--- src/rtl/muldiv_pkg.sv ---
// rtl/muldiv_pkg.sv - shared encodings and op decode for the multiply/divide unit
package muldiv_pkg;

    localparam logic [2:0] OP_MUL    = 3'd0;
    localparam logic [2:0] OP_MULH   = 3'd1;
    localparam logic [2:0] OP_MULHSU = 3'd2;
    localparam logic [2:0] OP_MULHU  = 3'd3;
    localparam logic [2:0] OP_DIV    = 3'd4;
    localparam logic [2:0] OP_DIVU   = 3'd5;
    localparam logic [2:0] OP_REM    = 3'd6;
    localparam logic [2:0] OP_REMU   = 3'd7;

    typedef enum logic [1:0] {
        ST_FREE      = 2'd0,
        ST_WAITING   = 2'd1,
        ST_READY     = 2'd2,
        ST_EXECUTING = 2'd3
    } station_state_e;

    typedef enum logic [1:0] {
        ENG_IDLE = 2'd0,
        ENG_RUN  = 2'd1,
        ENG_DONE = 2'd2
    } engine_state_e;

    typedef struct packed {
        logic is_div;
        logic a_signed;
        logic b_signed;
        logic sel_hi;    // high product half for MULH*, remainder for REM*
    } op_decode_t;

    function automatic op_decode_t decode_op(input logic [2:0] op);
        op_decode_t d;
        d.is_div   = op[2];
        d.sel_hi   = op[2] ? op[1] : (op != OP_MUL);
        d.a_signed = (op == OP_MULH) || (op == OP_MULHSU) || (op == OP_DIV) || (op == OP_REM);
        d.b_signed = (op == OP_MULH) || (op == OP_DIV) || (op == OP_REM);
        return d;
    endfunction

endpackage

--- src/rtl/muldiv_engine.sv ---
// rtl/muldiv_engine.sv - iterative shift-add multiplier / restoring divider with start/done/accept handshake
module muldiv_engine
    import muldiv_pkg::*;
#(
    parameter int SIZE                 = 32,
    parameter int ITERATIONS_PER_CYCLE = 4
) (
    input  logic            clk_i,
    input  logic            rst_ni,
    input  logic            flush_i,
    input  logic            start_i,
    input  logic [2:0]      op_i,
    input  logic [SIZE-1:0] a_i,
    input  logic [SIZE-1:0] b_i,
    input  logic            accept_i,
    output logic            idle_o,
    output logic            done_o,
    output logic [SIZE-1:0] result_o
);

    localparam int STEPS = SIZE / ITERATIONS_PER_CYCLE;
    localparam int CNT_W = $clog2(STEPS + 1);

    engine_state_e   state_q, state_d;
    logic [SIZE-1:0] hi_q, lo_q, b_q, result_q;
    logic            div_q, neg_q, sel_q;
    logic [CNT_W-1:0] cnt_q;

    op_decode_t      dec;
    logic            a_neg, b_neg, div_zero, last_step;
    logic [SIZE-1:0] a_mag, b_mag;

    always_comb begin
        dec      = decode_op(op_i);
        a_neg    = dec.a_signed & a_i[SIZE-1];
        b_neg    = dec.b_signed & b_i[SIZE-1];
        a_mag    = a_neg ? -a_i : a_i;
        b_mag    = b_neg ? -b_i : b_i;
        div_zero = dec.is_div && (b_i == '0);
    end

    assign last_step = (cnt_q == CNT_W'(STEPS - 1));

    // hi holds the partial product high half or the partial remainder; lo the multiplier or quotient bits
    logic [SIZE-1:0]   hi_n, lo_n, half_t, res_n;
    logic [SIZE:0]     rem_t, sum_t;
    logic [2*SIZE-1:0] full_t;

    always_comb begin
        hi_n  = hi_q;
        lo_n  = lo_q;
        rem_t = '0;
        sum_t = '0;
        for (int k = 0; k < ITERATIONS_PER_CYCLE; k++) begin
            if (div_q) begin
                rem_t = {hi_n, lo_n[SIZE-1]};
                lo_n  = {lo_n[SIZE-2:0], 1'b0};
                if (rem_t >= {1'b0, b_q}) begin
                    rem_t   = rem_t - {1'b0, b_q};
                    lo_n[0] = 1'b1;
                end
                hi_n = rem_t[SIZE-1:0];
            end else begin
                sum_t = {1'b0, hi_n} + (lo_n[0] ? {1'b0, b_q} : {(SIZE+1){1'b0}});
                lo_n  = {sum_t[0], lo_n[SIZE-1:1]};
                hi_n  = sum_t[SIZE:1];
            end
        end
        full_t = {hi_n, lo_n};
        if (!div_q && neg_q) begin
            full_t = -full_t;
        end
        half_t = sel_q ? full_t[2*SIZE-1:SIZE] : full_t[SIZE-1:0];
        res_n  = (div_q && neg_q) ? -half_t : half_t;
    end

    always_comb begin
        state_d = state_q;
        case (state_q)
            ENG_IDLE: if (start_i) state_d = div_zero ? ENG_DONE : ENG_RUN;
            ENG_RUN:  if (last_step) state_d = ENG_DONE;
            ENG_DONE: if (accept_i) state_d = ENG_IDLE;
            default:  state_d = ENG_IDLE;
        endcase
        if (flush_i) begin
            state_d = ENG_IDLE;
        end
    end

    always_ff @(posedge clk_i or negedge rst_ni) begin
        if (!rst_ni) begin
            state_q  <= ENG_IDLE;
            hi_q     <= '0;
            lo_q     <= '0;
            b_q      <= '0;
            result_q <= '0;
            div_q    <= 1'b0;
            neg_q    <= 1'b0;
            sel_q    <= 1'b0;
            cnt_q    <= '0;
        end else begin
            state_q <= state_d;
            if (!flush_i && state_q == ENG_IDLE && start_i) begin
                hi_q  <= '0;
                lo_q  <= a_mag;
                b_q   <= b_mag;
                div_q <= dec.is_div;
                sel_q <= dec.sel_hi;
                neg_q <= (dec.is_div && dec.sel_hi) ? a_neg : (a_neg ^ b_neg);
                cnt_q <= '0;
                if (div_zero) begin
                    result_q <= dec.sel_hi ? a_i : '1;
                end
            end else if (!flush_i && state_q == ENG_RUN) begin
                hi_q  <= hi_n;
                lo_q  <= lo_n;
                cnt_q <= cnt_q + CNT_W'(1);
                if (last_step) begin
                    result_q <= res_n;
                end
            end
        end
    end

    assign idle_o   = (state_q == ENG_IDLE);
    assign done_o   = (state_q == ENG_DONE);
    assign result_o = result_q;

endmodule

--- src/rtl/muldiv_unit.sv ---
// rtl/muldiv_unit.sv - reservation stations, bus snooping and round-robin issue into the shared engine
module muldiv_unit
    import muldiv_pkg::*;
#(
    parameter int SIZE                 = 32,
    parameter int ITERATIONS_PER_CYCLE = 4,
    parameter int STATION_COUNT        = 2,
    parameter int TAG_SIZE             = 4,
    parameter int BUS_COUNT            = 1
) (
    input  logic                          clk_i,
    input  logic                          rst_ni,
    input  logic                          flush_i,
    input  logic                          issue_valid_i,
    output logic                          issue_ready_o,
    input  logic [2:0]                    issue_op_i,
    input  logic [TAG_SIZE-1:0]           issue_tag_i,
    input  logic                          a_preload_i,
    input  logic                          b_preload_i,
    input  logic [TAG_SIZE-1:0]           a_source_i,
    input  logic [TAG_SIZE-1:0]           b_source_i,
    input  logic [SIZE-1:0]               a_value_i,
    input  logic [SIZE-1:0]               b_value_i,
    input  logic [BUS_COUNT-1:0]          bus_asserted_i,
    input  logic [BUS_COUNT*TAG_SIZE-1:0] bus_source_i,
    input  logic [BUS_COUNT*SIZE-1:0]     bus_value_i,
    output logic                          result_valid_o,
    output logic [TAG_SIZE-1:0]           result_tag_o,
    output logic [SIZE-1:0]               result_value_o,
    input  logic                          result_accept_i,
    output logic [STATION_COUNT-1:0]      station_busy_o
);

    localparam int IDX_W = (STATION_COUNT > 1) ? $clog2(STATION_COUNT) : 1;

    typedef struct packed {
        station_state_e      state;
        logic [2:0]          op;
        logic [TAG_SIZE-1:0] tag;
        logic                a_ok;
        logic                b_ok;
        logic [TAG_SIZE-1:0] a_src;
        logic [TAG_SIZE-1:0] b_src;
        logic [SIZE-1:0]     a_val;
        logic [SIZE-1:0]     b_val;
    } station_t;

    station_t            st_q [STATION_COUNT];
    station_t            st_d [STATION_COUNT];
    logic [IDX_W-1:0]    last_q, exec_q;
    logic [TAG_SIZE-1:0] tag_q;

    logic             eng_idle, eng_done;
    logic [SIZE-1:0]  eng_result;
    logic             alloc_valid, grant_valid;
    logic [IDX_W-1:0] alloc_idx, grant_idx;
    logic             issue_fire, grant_fire, accept_fire;
    logic [SIZE:0]    a_hit, b_hit, snoop_t;

    // Returns {hit, value} from the lowest-index bus carrying the requested producer tag
    function automatic logic [SIZE:0] snoop(
        input logic [TAG_SIZE-1:0]           src,
        input logic [BUS_COUNT-1:0]          asserted,
        input logic [BUS_COUNT*TAG_SIZE-1:0] sources,
        input logic [BUS_COUNT*SIZE-1:0]     values
    );
        logic [SIZE:0] r;
        r = '0;
        for (int k = BUS_COUNT - 1; k >= 0; k--) begin
            if (asserted[k] && sources[k*TAG_SIZE +: TAG_SIZE] == src) begin
                r = {1'b1, values[k*SIZE +: SIZE]};
            end
        end
        return r;
    endfunction

    always_comb begin
        alloc_valid = 1'b0;
        alloc_idx   = '0;
        for (int i = STATION_COUNT - 1; i >= 0; i--) begin
            if (st_q[i].state == ST_FREE) begin
                alloc_valid = 1'b1;
                alloc_idx   = IDX_W'(i);
            end
        end
        grant_valid = 1'b0;
        grant_idx   = '0;
        for (int i = 1; i <= STATION_COUNT; i++) begin
            if (!grant_valid && st_q[(int'(last_q) + i) % STATION_COUNT].state == ST_READY) begin
                grant_valid = 1'b1;
                grant_idx   = IDX_W'((int'(last_q) + i) % STATION_COUNT);
            end
        end
    end

    assign issue_fire  = issue_valid_i && alloc_valid && !flush_i;
    assign grant_fire  = eng_idle && grant_valid && !flush_i;
    assign accept_fire = eng_done && result_accept_i && !flush_i;

    always_comb begin
        a_hit   = snoop(a_source_i, bus_asserted_i, bus_source_i, bus_value_i);
        b_hit   = snoop(b_source_i, bus_asserted_i, bus_source_i, bus_value_i);
        snoop_t = '0;
        for (int i = 0; i < STATION_COUNT; i++) begin
            st_d[i] = st_q[i];
            if (st_q[i].state == ST_WAITING) begin
                if (!st_q[i].a_ok) begin
                    snoop_t = snoop(st_q[i].a_src, bus_asserted_i, bus_source_i, bus_value_i);
                    if (snoop_t[SIZE]) begin
                        st_d[i].a_ok  = 1'b1;
                        st_d[i].a_val = snoop_t[SIZE-1:0];
                    end
                end
                if (!st_q[i].b_ok) begin
                    snoop_t = snoop(st_q[i].b_src, bus_asserted_i, bus_source_i, bus_value_i);
                    if (snoop_t[SIZE]) begin
                        st_d[i].b_ok  = 1'b1;
                        st_d[i].b_val = snoop_t[SIZE-1:0];
                    end
                end
                if (st_d[i].a_ok && st_d[i].b_ok) begin
                    st_d[i].state = ST_READY;
                end
            end
        end
        if (grant_fire) begin
            st_d[grant_idx].state = ST_EXECUTING;
        end
        if (accept_fire) begin
            st_d[exec_q].state = ST_FREE;
        end
        if (issue_fire) begin
            st_d[alloc_idx].op    = issue_op_i;
            st_d[alloc_idx].tag   = issue_tag_i;
            st_d[alloc_idx].a_src = a_source_i;
            st_d[alloc_idx].b_src = b_source_i;
            st_d[alloc_idx].a_ok  = a_preload_i || a_hit[SIZE];
            st_d[alloc_idx].b_ok  = b_preload_i || b_hit[SIZE];
            st_d[alloc_idx].a_val = a_preload_i ? a_value_i : a_hit[SIZE-1:0];
            st_d[alloc_idx].b_val = b_preload_i ? b_value_i : b_hit[SIZE-1:0];
            st_d[alloc_idx].state = (st_d[alloc_idx].a_ok && st_d[alloc_idx].b_ok) ? ST_READY : ST_WAITING;
        end
        if (flush_i) begin
            for (int i = 0; i < STATION_COUNT; i++) begin
                st_d[i].state = ST_FREE;
            end
        end
    end

    always_ff @(posedge clk_i or negedge rst_ni) begin
        if (!rst_ni) begin
            for (int i = 0; i < STATION_COUNT; i++) begin
                st_q[i] <= '0;
            end
            last_q <= IDX_W'(STATION_COUNT - 1);
            exec_q <= '0;
            tag_q  <= '0;
        end else begin
            for (int i = 0; i < STATION_COUNT; i++) begin
                st_q[i] <= st_d[i];
            end
            if (grant_fire) begin
                last_q <= grant_idx;
                exec_q <= grant_idx;
                tag_q  <= st_q[grant_idx].tag;
            end
        end
    end

    muldiv_engine #(
        .SIZE                 (SIZE),
        .ITERATIONS_PER_CYCLE (ITERATIONS_PER_CYCLE)
    ) u_engine (
        .clk_i    (clk_i),
        .rst_ni   (rst_ni),
        .flush_i  (flush_i),
        .start_i  (grant_fire),
        .op_i     (st_q[grant_idx].op),
        .a_i      (st_q[grant_idx].a_val),
        .b_i      (st_q[grant_idx].b_val),
        .accept_i (result_accept_i),
        .idle_o   (eng_idle),
        .done_o   (eng_done),
        .result_o (eng_result)
    );

    always_comb begin
        for (int i = 0; i < STATION_COUNT; i++) begin
            station_busy_o[i] = (st_q[i].state != ST_FREE);
        end
    end

    assign issue_ready_o  = alloc_valid;
    assign result_valid_o = eng_done;
    assign result_tag_o   = tag_q;
    assign result_value_o = eng_result;

endmodule

--- config.mk ---
export PLATFORM = sky130hd
export DESIGN_NAME = muldiv_unit
export DESIGN_NICKNAME = d
export VERILOG_FILES = /design/src/rtl/muldiv_pkg.sv /design/src/rtl/muldiv_engine.sv /design/src/rtl/muldiv_unit.sv
export SDC_FILE = /design/constraint.sdc
export NUM_CORES = 2
export LEC_CHECK = 0
export ABC_CLOCK_PERIOD_IN_PS = 17200
export BUFFER_PORTS_ARGS = -buffer_cell sky130_fd_sc_hd__buf_2
export CORE_MARGIN = 2
export CORE_UTILIZATION = 44
export CTS_BUF_LIST = sky130_fd_sc_hd__clkbuf_2
export CTS_CLUSTER_SIZE = 14
export DETAILED_ROUTE_END_ITERATION = 10
export PLACE_DENSITY = 0.63
export SETUP_SLACK_MARGIN = 0.05
export SLEW_MARGIN = 20
export SYNTH_ARGS = -nofsm -noshare
export SYNTH_HDL_FRONTEND = slang
export SYNTH_SLANG_ARGS = --single-unit
--- constraint.sdc ---
create_clock -name clk_i -period 17.2 [get_ports clk_i]
set_input_delay 0.86 -clock clk_i [delete_from_list [all_inputs] [get_ports clk_i]]
set_output_delay 0.86 -clock clk_i [all_outputs]
set_load 0.01 [all_outputs]
==> metrics.txt <==
Max Cap Viol=0; DR DRC count=0; Max Freq=61.6 MHz; Die Width=~290 um; total die area=0.0839 mm2; Final period util=0.944; Crit Path Max Fanout=12; DIE HEIGHT=290 um; DRT iter0 DRCs=4129; total negative setup slack=0 ns; Worst Max-Slew Pin Slew=1.18 ns; # IOs=163; Clock H-tree levels=3; Slew HR=0.211; CP Launch Type=register; Worst Setup Path Type=register to register; DR vias=roughly 39000; most frequent cell on the critical path=a21oi_1; CTS buffer count=74; area growth from synthesis to layout=16.1%; DRT Wirelength=between 150 and 200 mm; largest net degree at the start of global routing=170; core area=0.0807 mm2; routed len/inst=25.3 um; layout cells sized above 1=0.175; Seq/Total Area, Yosys=0.216; Clk Latency, worst-skew pair=slightly above 1 ns; worst-case clock buffer depth=3; ys async rst share=1.00; CTS sink cnt=309; hpwl dp=124 mm; leading cell type in the layout, fill and taps excluded=nand2_1; HP Class=input pin to register; ANT nets after route=0; Starting Density=0.445; Final Hold Fails=0; cell taking the most area after synthesis=dfrtp_1; grt ovf=0; clock transition at the registers of the reported paths=0.11 ns; CTS root buffer=clkbuf_2; Distinct cells, synth=110; worst clock skew=0.133 ns; Finished Core Util=0.517; Synth Instances=between 4000 and 5000; GRT Util Overall=0.366; Slew Limit Fails=0; # rows=104; Arr. time, crit path=~17 ns; vias in the first global route=roughly 37000; outcome=complete, no violations; Ys Warns=0; CTS tree=yes; crit-path max cell delay=0.65 ns; drt pass-1 iters=9; CP max-delay cell=or4b_2; Post-synth EDFFs=0; RSZ-0062 raised after global routing=false; crit path time final=16.24 ns; first-pass GRT wire length=roughly 230 mm; FF+latch count, synth=approximately 310; Primary FF master, synth=dfrtp_1; average cell area after synthesis=7.71 um2; CP required=18.08 ns; port buffer count=162; Vias/cell=roughly 6.2; GP Congestion=1.07; initial antenna violation count=9; Final setup violation count=0; synthesized cell area=~0.036 mm2; synth top area cells=dfrtp_1 (21%), ha_1 (9.1%), mux2i_1 (9.1%); Final nets=around 5500; Mapped Nets=5045; Synth top area share=0.215; CP Capture Type=register; most frequent cells in the layout=nand2_1 (517), buf_4 (457), o21ai_0 (385)
==> synthesized netlist by cell type, types with 45 or more instances <==
library cell and instances:
inv_1 128, dfrtp_1 308, xnor2_1 182, nor2_1 370, clkbuf_1 180, o21ai_0 396, nand3_1 135, mux2i_1 326
a31oi_1 58, nor3_1 150, o21a_1 47, o211ai_1 45, a21o_1 113, nand2_1 520, a21oi_1 345, and2_1 96
xor2_1 158, a211oi_1 50, ha_1 261
==> metal layers <==
layer / wire (um) / vias to the layer above / track usage
li1: - / 18100 / -
met1: 65000 / 18500 / 0.477
met2: 69500 / 1871 / 0.575
met3: 12500 / 426 / 0.0561
met4: 10800 / 6 / 0.214
met5: 44 / - / 0
==> worst max-delay path, delay by kind of cell, from the launching register on <==
kind / cells / cell delay [ns]
AO/OA/AOI/OAI: 35 / 6.38
AND/OR/NAND/NOR: 26 / 4.92
buffers and inverters: 10 / 1.98
adder cells (fa/ha/maj): 5 / 1.70
multiplexers: 2 / 0.57
flip-flops: 1 / 0.44
XOR/XNOR: 1 / 0.10
==> cell type report <==
type / instances / area [um2]
tap: 1060 / 1330
fill: 8138 / 39000
clock inverter: 31 / 194
multi-input combinational: 3980 / 27000
antenna: 4 / 10.0
sequential: 309 / 7740
timing repair buffer: 627 / 4390
inverter: 129 / 523
clock buffer: 100 / 500
==> stage by stage <==
| stage | cells | worst slack, ns | hold WS, ns | area (um2) |
|---|---|---|---|---|
| after global placement | 6076 | 0.357 | 0.443 | 40500 |
| after global routing | 6239 | 0.0630 | 0.0449 | 41700 |
| final | 6240 | 0.960 | 0.0737 | 41700 |
| after floorplan | 4653 | 0.239 | 0.424 | 35900 |
| after detailed placement | 6077 | 0.211 | 0.451 | 40500 |
| after CTS | 6212 | 0.343 | 0.00302 | 41300 |
==> what timing repair did <==
action / 4_1_cts / 5_1_grt
hold buffers: 4 / 0
gates cloned: 0 / 1
setup endpoints to repair: 1 / 31
gates resized for setup: 1 / 53
hold endpoints to repair: 75 / 0
pin swaps: 0 / 5
setup buffers: 0 / 22
==> final timing paths <==
check | from | end | slack, ns | cells past startpoint
min reg2reg | u_engine.state_q[1] | u_engine.state_q[0] | 0.46 | 1
min in group asynchronous | rst_ni | st_q[150] | 0.39 | 2
max in group asynchronous | rst_ni | u_engine.sel_q | 14.49 | 4
max | u_engine.b_q[23] | u_engine.result_o[27] | 0.96 | 79
max reg2reg | u_engine.b_q[23] | u_engine.result_o[27] | 0.96 | 79
min | issue_op_i[2] | st_q[80] | 0.07 | 3
==> cell families after synthesis <==
group                    Yosys count  share of synthesized area
AO/OA/AOI/OAI                   1434                      0.258
XOR/XNOR                         340                     0.0830
adder cells (fa/ha/maj)          269                     0.0955
buffers and inverters            365                     0.0396
flip-flops                       309                      0.216
multiplexers                     358                      0.101
AND/OR/NAND/NOR                 1578                      0.208
==> sequential cells by signal, indices dropped and copies added, names as in the netlist <==
| register | flops |
|---|---|
| last_q | 1 |
| u_engine.result_o | 32 |
| u_engine.cnt_q | 4 |
| result_tag_o | 4 |
| u_engine.hi_q | 32 |
| u_engine.div_q | 1 |
| exec_q | 1 |
| st_q | 166 |
| u_engine.neg_q | 1 |
| u_engine.sel_q | 1 |
| u_engine.lo_q | 32 |
| u_engine.b_q | 32 |
| u_engine.state_q | 2 |
Power is not shown: default switching activity piles up to over one toggle a cycle in this logic, so the estimate is an artifact.
